`src/rtl/goertzel_ctrl.sv`:
```
// Sequencer and coefficient store for a time-multiplexed Goertzel engine:
// per-sample recurrence sweep over all bins, then a per-bin finalize/readout pass.
module goertzel_ctrl #(
  parameter int NUM_BINS  = 32,
  parameter int FRAME_LEN = 256,
  parameter int COEF_W    = 16
) (
  input  logic                        clk,
  input  logic                        rst,
  input  logic signed [15:0]          s_data,
  input  logic                        s_valid,
  output logic                        s_ready,
  input  logic                        cfg_we,
  input  logic [$clog2(NUM_BINS)-1:0] cfg_addr,
  input  logic [COEF_W-1:0]           cfg_data,
  output logic                        cfg_err,
  output logic                        eng_valid,
  output logic [1:0]                  eng_op,
  output logic [$clog2(NUM_BINS)-1:0] eng_bin,
  output logic [COEF_W-1:0]           eng_coef,
  output logic signed [15:0]          eng_sample,
  input  logic [31:0]                 eng_res,
  input  logic                        eng_res_valid,
  output logic [31:0]                 out_data,
  output logic [$clog2(NUM_BINS)-1:0] out_bin,
  output logic                        out_last,
  output logic                        out_valid,
  input  logic                        out_ready,
  output logic                        proto_err
);
  localparam int BIN_W = $clog2(NUM_BINS);
  localparam int SMP_W = $clog2(FRAME_LEN);
  localparam logic [BIN_W-1:0] LAST_BIN = BIN_W'(NUM_BINS - 1);
  localparam logic [SMP_W-1:0] LAST_SMP = SMP_W'(FRAME_LEN - 1);
  localparam logic [1:0] OP_UPDATE = 2'b00;
  localparam logic [1:0] OP_FIRST  = 2'b01;
  localparam logic [1:0] OP_FINAL  = 2'b10;

  typedef enum logic [2:0] {S_IDLE, S_UPDATE, S_FINAL, S_WAIT_RES, S_OUT} state_t;

  state_t                   state_reg, state_next;
  logic [BIN_W-1:0]         bin_cnt_reg;
  logic [SMP_W-1:0]         smp_cnt_reg;
  logic signed [15:0]       sample_reg;
  logic [COEF_W-1:0]        coef_reg [NUM_BINS];
  logic [31:0]              out_data_reg;
  logic [BIN_W-1:0]         out_bin_reg;
  logic                     out_last_reg;
  logic                     out_valid_reg;
  logic                     cfg_err_reg;
  logic                     proto_err_reg;
  logic                     cfg_accept;

  // Coefficients may only change between frames, while no sweep is in flight.
  assign cfg_accept = cfg_we && (state_reg == S_IDLE) && (smp_cnt_reg == '0);

  always_ff @(posedge clk) begin
    if (rst) state_reg <= S_IDLE;
    else     state_reg <= state_next;
  end

  always_comb begin
    state_next = state_reg;
    case (state_reg)
      S_IDLE:     if (s_valid) state_next = S_UPDATE;
      S_UPDATE:   if (bin_cnt_reg == LAST_BIN)
                    state_next = (smp_cnt_reg == LAST_SMP) ? S_FINAL : S_IDLE;
      S_FINAL:    state_next = S_WAIT_RES;
      S_WAIT_RES: if (eng_res_valid) state_next = S_OUT;
      S_OUT:      if (out_ready) state_next = out_last_reg ? S_IDLE : S_FINAL;
      default:    state_next = S_IDLE;
    endcase
  end

  always_comb begin
    s_ready   = (state_reg == S_IDLE) && !rst;
    eng_valid = 1'b0;
    eng_op    = OP_UPDATE;
    case (state_reg)
      S_UPDATE: begin
        eng_valid = 1'b1;
        eng_op    = (smp_cnt_reg == '0) ? OP_FIRST : OP_UPDATE;
      end
      S_FINAL: begin
        eng_valid = 1'b1;
        eng_op    = OP_FINAL;
      end
      default: ;
    endcase
  end

  always_ff @(posedge clk) begin
    if (rst) begin
      bin_cnt_reg   <= '0;
      smp_cnt_reg   <= '0;
      sample_reg    <= '0;
      out_data_reg  <= '0;
      out_bin_reg   <= '0;
      out_last_reg  <= 1'b0;
      out_valid_reg <= 1'b0;
      cfg_err_reg   <= 1'b0;
      proto_err_reg <= 1'b0;
    end else begin
      cfg_err_reg <= cfg_we && !cfg_accept;
      if (eng_res_valid && state_reg != S_WAIT_RES) proto_err_reg <= 1'b1;
      case (state_reg)
        S_IDLE: begin
          if (s_valid) begin
            sample_reg  <= s_data;
            bin_cnt_reg <= '0;
          end
        end
        S_UPDATE: begin
          if (bin_cnt_reg == LAST_BIN) begin
            bin_cnt_reg <= '0;
            smp_cnt_reg <= (smp_cnt_reg == LAST_SMP) ? '0 : smp_cnt_reg + 1'b1;
          end else begin
            bin_cnt_reg <= bin_cnt_reg + 1'b1;
          end
        end
        S_WAIT_RES: begin
          if (eng_res_valid) begin
            out_data_reg  <= eng_res;
            out_bin_reg   <= bin_cnt_reg;
            out_last_reg  <= (bin_cnt_reg == LAST_BIN);
            out_valid_reg <= 1'b1;
          end
        end
        S_OUT: begin
          if (out_ready) begin
            out_valid_reg <= 1'b0;
            out_last_reg  <= 1'b0;
            bin_cnt_reg   <= out_last_reg ? '0 : bin_cnt_reg + 1'b1;
          end
        end
        default: ;
      endcase
    end
  end

  always_ff @(posedge clk) begin
    if (rst) begin
      for (int i = 0; i < NUM_BINS; i++) coef_reg[i] <= '0;
    end else if (cfg_accept) begin
      coef_reg[cfg_addr] <= cfg_data;
    end
  end

  assign eng_bin    = bin_cnt_reg;
  assign eng_coef   = coef_reg[bin_cnt_reg];
  assign eng_sample = sample_reg;
  assign out_data   = out_data_reg;
  assign out_bin    = out_bin_reg;
  assign out_last   = out_last_reg;
  assign out_valid  = out_valid_reg;
  assign cfg_err    = cfg_err_reg;
  assign proto_err  = proto_err_reg;

endmodule

```
`config.mk`:
```
export PLATFORM = sky130hd
export DESIGN_NAME = goertzel_ctrl
export DESIGN_NICKNAME = d
export VERILOG_FILES = /design/src/rtl/goertzel_ctrl.sv
export SDC_FILE = /design/constraint.sdc
export NUM_CORES = 1
export LEC_CHECK = 0
export CORE_AREA = 2 2 279 308
export CTS_BUF_LIST = sky130_fd_sc_hd__clkbuf_2 sky130_fd_sc_hd__clkbuf_4 sky130_fd_sc_hd__clkbuf_8
export DETAILED_ROUTE_END_ITERATION = 16
export DIE_AREA = 0 0 281 310
export GPL_TIMING_DRIVEN = 0
export MAX_ROUTING_LAYER = met4
export PLACE_DENSITY = 0.51
export SLEW_MARGIN = 30
export SYNTH_ARGS = -nofsm -noshare
export SYNTH_HDL_FRONTEND = slang
export SYNTH_SLANG_ARGS = --single-unit
```
`constraint.sdc`:
```
create_clock -name clk -period 10.1 [get_ports clk]
set_clock_uncertainty 0.05 [all_clocks]
set_input_delay 2.02 -clock clk [delete_from_list [all_inputs] [get_ports clk]]
set_output_delay 2.02 -clock clk [all_outputs]
set_load 0.01 [all_outputs]
```
### Word level (Yosys, flattened, before mapping)

Memories as Yosys holds them, arrays and structs flattened. A register that Yosys moved wholly into a read port is not among the register bits.
Index checks and enable logic that the tools add are counted.

* add/sub/neg operators: 2
* equality and inequality tests: 11
* mux-type cells: 31
* reductions and logical operators: 19

Operators by type and width (number)
* $mux 5: 7
* $mux 16: 1
* $reduce_or 16->1: 1
* $pmux 3 s5: 1
* $pmux 5 s3: 1
* $mux 3: 4
* $mux 1: 11
* $add 8x1->8 const B: 1
* $eq 8x8->1 const B: 1
* $logic_not 8->1: 1
* $mux 8: 1
* $ne 2x2->1 const B: 4
* $eq 3x2->1 const B: 2
* $reduce_and 2->1: 3
* $reduce_and 3->1: 2
* $add 5x1->5 const B: 1
* $eq 5x5->1 const B: 1
* $logic_and 1x1->1: 5
* $mux 2: 2
* $pmux 1 s2: 2
* $pmux 2 s2: 1
* $reduce_and 4->1: 1
* $eq 3x1->1 const B: 1
* $eq 3x3->1 const B: 1
* other kinds (6): 7

* bits in registers: 73
* memory bits (writable): 512
* input bits: 75
* output and inout bits: 82
* logic and storage cells: 74
* memories: 1

Memories
* coef_reg: words 32, bits a word 16, rd ports 1, clocked after Yosys merged registers in 1, wr ports 32, RTL line 45 `logic [COEF_W-1:0] coef_reg [NUM_BINS];`

### Depth between registers and ports, before layout

Gate-level depths: netlist (run 1).

* word-level depth: 8
* gate-level depth with buffers: 8
* mapped depth without buffers: 7

### Least setup slack after synthesis (run 1)

OpenSTA, ideal clock, no wires.

* kind: input-to-output
* start point: in rst
* end point: out s_ready
* data arrival time: 2726 ps
* required time: 8030 ps
* path slack: 5304 ps
* stages on the path: 3
* path buffers: 2
* cells stage by stage: clkbuf_1 clkbuf_1 nor4_1

* word-level cells in the longest chain between the ends: 2

RTL lines
* from (decl): RTL line 9 `input logic rst,`
* $logic_not 1->1: RTL line 76 `s_ready = (state_reg == S_IDLE) && !rst;`
* $logic_and 1x1->1: RTL line 76
* to (decl): RTL line 12 `output logic s_ready,`

No other way between the ends.

==> impl_metrics.env, run 1 <==
export IMPL_fin_area_um2=30600
export IMPL_ios=157
export IMPL_synth_edf_count=512
export IMPL_clockBufferDepth=3
export IMPL_place_hpwl_um=76600
export IMPL_power_frac_clock=0.396
export IMPL_startpoint_type="flop"
export IMPL_min_path_cells=2
export IMPL_cts_sinks=590
export IMPL_grt_max_degree=17
export IMPL_crit_family="buffers and inverters"
export IMPL_cts_tree="yes"
export IMPL_min_to="out_data[26]"
export IMPL_relSlewSlack=0.250
export IMPL_p_int_mw=3.83
export IMPL_cap_violations=0
export IMPL_path_common_cell="buf_2"
export IMPL_pre_cts_ws_ns=4.25
export IMPL_die_h_um=310
export IMPL_cp_cell_sequence="clkbuf_1 > buf_2 > buf_2 > mux2i_1 > a22oi_1 > nand4_1 > nor2_1 > clkdlybuf4s50_1"
export IMPL_reg2reg_to="coef_reg[18][5]"
export IMPL_grtUsageMet2=0.385
export IMPL_drive_gt1_frac=0.102
export IMPL_hold_path_startpoint="out_data[26]"
export IMPL_path_class="flop to primary output"
export IMPL_fp_row_count=112
export IMPL_avgSynthCellArea_um2=11.8
export IMPL_r2r_slack_ns=6.96
export IMPL_tightest_slew_ns=1.12
export IMPL_cts_resized=0
export IMPL_p_leak_nw=9.57
export IMPL_synth_ff_type="edfxtp_1"
export IMPL_min_path_type="flop to flop"
export IMPL_cts_buffers=97
export IMPL_ys_ff_latch=590
export IMPL_end_kind="primary output"
export IMPL_drt_iter0_drc=1915
export IMPL_pwr_share_seq=0.537
export IMPL_htree_levels=3
export IMPL_ctsHoldBuffers=0
export IMPL_crit_required_ns=8.03
export IMPL_die_area_um2=87100
export IMPL_ir_drop_uv=92.5
export IMPL_timing_fmax_ghz=0.152
export IMPL_postSynthCellCount=2181
export IMPL_hold_viol=0
export IMPL_dpl_cell_area_um2=28800
export IMPL_reg2reg_depth=6
export IMPL_rsz0062_at_grt="false"
export IMPL_grt_pass1_vias=18800
export IMPL_critPathBufInv=4
export IMPL_use_met1=0.293
export IMPL_busiest_layer="met2"
export IMPL_yosysUniqueCellTypes=49
export IMPL_final_core_util=0.363
export IMPL_grt_ovfl_total=0
export IMPL_grt_pass1_wl_um=140000
export IMPL_coreArea_um2=84200
export IMPL_r2r_start="state_reg[0]"
export IMPL_status="complete, no violations"
export IMPL_port_buffers=136
export IMPL_path_clk_slew_ns=0.06
export IMPL_power_density_nw_per_um2=167
export IMPL_wl_um=102000
export IMPL_power_frac_comb=0.066
export IMPL_ys_warn_count=0
export IMPL_fin_nets=2503
export IMPL_worstPathArrival_ns=4.50
export IMPL_start_util=0.307
export IMPL_syn_nets=2260
export IMPL_finalSetupViolations=0
export IMPL_worst_slack_ns=3.53
export IMPL_critPathMaxStageDelay_ns=0.61
export IMPL_place_congestion=0.998
export IMPL_worst_path_max_delay_cell="clkdlybuf4s50_1"
export IMPL_fin_setup_tns_ns=0
export IMPL_areaGrowthSynthToFinish_pct=18.4
export IMPL_synth_area_um2=25800
export IMPL_viasPerCell=5.22
export IMPL_fin_crit_ns=6.57
export IMPL_drc=0
export IMPL_ant_nets=0
export IMPL_met3_usage=0.0390
export IMPL_antenna_found_initial=2
export IMPL_swShare=0.251
export IMPL_clock_latency_ns=0.71
export IMPL_routed_via_count=19000
export IMPL_period_share=0.650
export IMPL_seq_area_frac_synth=0.655
export IMPL_largest_reg_flops=512
export IMPL_grt_usage=0.238
export IMPL_routedWlPerCell_um=28.0
export IMPL_switching_power_mw=1.28
export IMPL_first_pass_iters=6
export IMPL_ys_async_sr_fraction=0
export IMPL_die_w_um=281
export IMPL_path_max_fanout=10
export IMPL_postCtsSetupBuffers=0
export IMPL_cts_root_buf="clkbuf_8"
export IMPL_slew_viol_final=0
stage by stage:
| stage | hold slack, ns | instances | power, mW |
|---|---|---|---|
| after global placement | 0.394 | 3457 | 3.12 |
| after CTS | 0.405 | 3637 | 5.12 |
| final | 0.403 | 3640 | 5.11 |
| after global routing | 0.423 | 3639 | 5.24 |
| after detailed placement | 0.396 | 3465 | 3.13 |
| after floorplan | 0.431 | 2181 | 2.93 |
worst max path at each step:
stage                        to  slack, ns  cells past startpoint
6_report           eng_coef[14]       3.53                      8
5_1_grt             eng_coef[3]       3.53                      8
4_1_cts            eng_coef[13]       3.53                      8
3_5_place_dp            s_ready       4.25                      4
3_3_place_gp   coef_reg[29][12]       3.72                      5
2_1_floorplan           s_ready       5.30                      3
worst reg2reg max path, stage by stage (launching register included):
cell,delay [ns]
dfxtp_1,0.30
clkbuf_1,0.20
nor3_2,0.32
nand3_2,0.24
nor4b_2,0.62
buf_2,0.32
a21o_1,0.70
cell type report:
type                            count  area, um^2
Clock buffer                      130        1590
Multi-Input combinational cell   1404        8120
Fill cell                        8350       53600
Inverter                            7        26.3
Timing Repair Buffer              144        1440
Buffer                            180         853
Clock inverter                     42         195
Sequential cell                   590       16900
Tap cell                         1140        1430
Antenna cell                        3        7.51
per-layer routing:
layer | up-vias | routed length, um
met5 | - | 0
met4 | 0 | 4610
met3 | 174 | 7060
met2 | 912 | 49500
met1 | 9619 | 41000
li1 | 8297 | -
cells in the mapped netlist, types with 24 or more instances:
library cell / number / area share
buf_2: 56 / 0.011
nand4_1: 38 / 0.0092
a22oi_1: 128 / 0.037
buf_1: 24 / 0.0035
nand2_1: 251 / 0.036
nor2_1: 542 / 0.079
edfxtp_1: 512 / 0.60
mux2i_1: 257 / 0.10
a21oi_1: 65 / 0.013
a21o_1: 29 / 0.0084
clkbuf_1: 87 / 0.013
dfxtp_1: 78 / 0.060
placed cells by master (no fill, tap or decap), types with 10 or more instances in the layout:
| cell | count |
|---|---|
| clkdlybuf4s50_1 | 136 |
| clkbuf_1 | 87 |
| nand3_1 | 10 |
| clkbuf_4 | 32 |
| buf_2 | 71 |
| a21oi_1 | 65 |
| buf_6 | 12 |
| nand2_1 | 251 |
| nor2_1 | 542 |
| nand4_1 | 38 |
| mux2i_1 | 257 |
| a22oi_1 | 128 |
| a21o_1 | 29 |
| dfxtp_1 | 78 |
| edfxtp_1 | 512 |
| buf_1 | 13 |
| clkinv_1 | 27 |
| clkbuf_8 | 98 |
cells by family (layout without fill, tap and decap cells):
family,after synthesis,after routing,synth area share
simple gates,898,898,0.145
buf+inv,187,503,0.0335
mux,258,258,0.100
fa+ha+maj,4,4,0.00194
other cells,0,3,0
flops,590,590,0.655
compound gates,237,237,0.0617
xor+xnor,7,7,0.00237
power by group through the flow:
stage | registers, mW | logic [mW] | clock network, mW
after floorplan | 2.79 | 0.142 | 0
after global placement | 2.79 | 0.327 | 0
after detailed placement | 2.80 | 0.334 | 0
after CTS | 2.75 | 0.335 | 2.04
after global routing | 2.75 | 0.349 | 2.14
final | 2.75 | 0.338 | 2.03
Power figures use the tool's default switching activity.
==> run 2: changes to the inputs <==
PLACE_DENSITY = 0.52   (was 0.51)
clock period = 5.74 ns   (was 10.1 ns; I/O delays follow)
==> impl_metrics.env, run 2 (synthesis gave the netlist of run 1 again) <==
export IMPL_status="complete, no violations"
export IMPL_crit_family="buffers and inverters"
export IMPL_path_max_fanout=10
export IMPL_ir_drop_uv=173
export IMPL_grt_usage=0.238
export IMPL_final_common_cell="nor2_1"
export IMPL_htree_levels=3
export IMPL_critPathBufInv=4
export IMPL_r2r_slack_ns=2.51
export IMPL_dpl_cell_area_um2=28800
export IMPL_port_buffers=136
export IMPL_place_hpwl_um=75900
export IMPL_drt_iter0_drc=2282
export IMPL_reg2reg_to="coef_reg[16][7]"
export IMPL_grt_pass1_wl_um=139000
export IMPL_critPathMaxStageDelay_ns=0.62
export IMPL_die_w_um=281
export IMPL_p_leak_nw=9.63
export IMPL_routed_via_count=19200
export IMPL_cp_cell_sequence="clkbuf_1 > buf_2 > buf_2 > mux2i_1 > a22oi_1 > nand4_1 > nor2_1 > clkdlybuf4s50_1"
export IMPL_areaGrowthSynthToFinish_pct=18.7
export IMPL_pre_cts_ws_ns=0.934
export IMPL_first_pass_iters=6
export IMPL_grt_pass1_vias=18800
export IMPL_path_clk_slew_ns=0.06
export IMPL_worstPathArrival_ns=4.46
export IMPL_drc=0
export IMPL_rsz0062_at_grt="false"
export IMPL_final_cells=3638
export IMPL_relSlewSlack=0.281
export IMPL_postCtsSetupBuffers=0
export IMPL_min_to="out_data[23]"
export IMPL_path_class="flop to primary output"
export IMPL_start_util=0.307
export IMPL_min_path_type="flop to flop"
export IMPL_clock_latency_ns=0.73
export IMPL_ios=157
export IMPL_path_common_cell="buf_2"
export IMPL_fp_row_count=112
export IMPL_place_congestion=0.983
export IMPL_power_density_nw_per_um2=298
export IMPL_grt_ovfl_total=0
export IMPL_reg2reg_depth=6
export IMPL_cts_tree="yes"
export IMPL_worst_slack_ns=0.0817
export IMPL_r2r_start="state_reg[0]"
export IMPL_wl_um=102000
export IMPL_antenna_found_initial=1
export IMPL_regArea_um2=16900
export IMPL_end_kind="primary output"
export IMPL_cts_buffers=94
export IMPL_drive_gt1_frac=0.103
export IMPL_cap_violations=0
export IMPL_largest_reg_flops=512
export IMPL_routedWlPerCell_um=28.1
export IMPL_cts_root_buf="clkbuf_8"
export IMPL_grt_max_degree=17
export IMPL_hold_path_startpoint="out_data[23]"
export IMPL_cts_resized=0
export IMPL_period_share=0.986
export IMPL_ant_nets=0
export IMPL_viasPerCell=5.27
export IMPL_power_mw=9.14
export IMPL_min_path_cells=2
export IMPL_ctsHoldBuffers=0
export IMPL_finalSetupViolations=0
export IMPL_multi_input_area_um2=8120
export IMPL_die_h_um=310
export IMPL_hold_ws_ns=0.404
export IMPL_startpoint_type="flop"
export IMPL_timing_fmax_ghz=0.177
export IMPL_hold_viol=0
export IMPL_nFillCells=8338
export IMPL_fin_nets=2500
export IMPL_final_cell_mix="nor2_1, edfxtp_1, mux2i_1"
export IMPL_coreArea_um2=84200
export IMPL_final_core_util=0.364
export IMPL_tightest_slew_ns=1.08
export IMPL_die_area_um2=87100
export IMPL_fin_setup_tns_ns=0
export IMPL_numPlacedInstances=3465
export IMPL_clockBufferDepth=3
export IMPL_cts_sinks=590
export IMPL_fin_crit_ns=5.66
export IMPL_slew_viol_final=0
export IMPL_fin_area_um2=30700
export IMPL_worst_path_max_delay_cell="clkdlybuf4s50_1"
export IMPL_crit_required_ns=4.54
## run 2: layout make-up
cell class | instances | share of cell area
well taps | 1140 | 0.0465
diodes | 3 | 0.000245
plain buffers | 180 | 0.0278
inverters | 7 | 0.000857
clock buffers | 131 | 0.0531
repair buffers | 144 | 0.0464
clock inverters | 39 | 0.00840
multi-input cells | 1404 | 0.265
flip-flops and latches | 590 | 0.552
## run 2: power breakdown
group | total [mW] | switching (mW) | internal (mW)
Combinational | 0.596 | 0.441 | 0.156
Clock | 3.72 | 1.75 | 1.96
Sequential | 4.83 | 0.0418 | 4.79
Total | 9.14 | 2.24 | 6.91
## run 2: routing by layer
metal | track usage | vias to the layer above | share of wire
li1 | - | 8290 | -
met1 | 0.294 | 9617 | 0.40
met2 | 0.372 | 1043 | 0.47
met3 | 0.0325 | 240 | 0.073
met4 | 0.141 | 0 | 0.064
met5 | - | - | 0
## run 2: worst register-to-register path, cell delays in order, from the launching register on
cell      delay (ns)
dfxtp_1         0.30
clkbuf_1        0.19
nor3_2          0.32
nand3_2         0.24
nor4_2          0.66
buf_2           0.35
a21o_1          0.72
## run 2: worst max path at each step
stage | from | endpoint | cells after the start
6_report | flop | eng_coef[5] | 8
5_1_grt | flop | eng_coef[5] | 8
4_1_cts | flop | eng_coef[5] | 8
3_5_place_dp | flop | eng_coef[5] | 8
3_3_place_gp | cfg_addr[0] | coef_reg[29][11] | 5
2_1_floorplan | rst | coef_reg[30][0] | 6
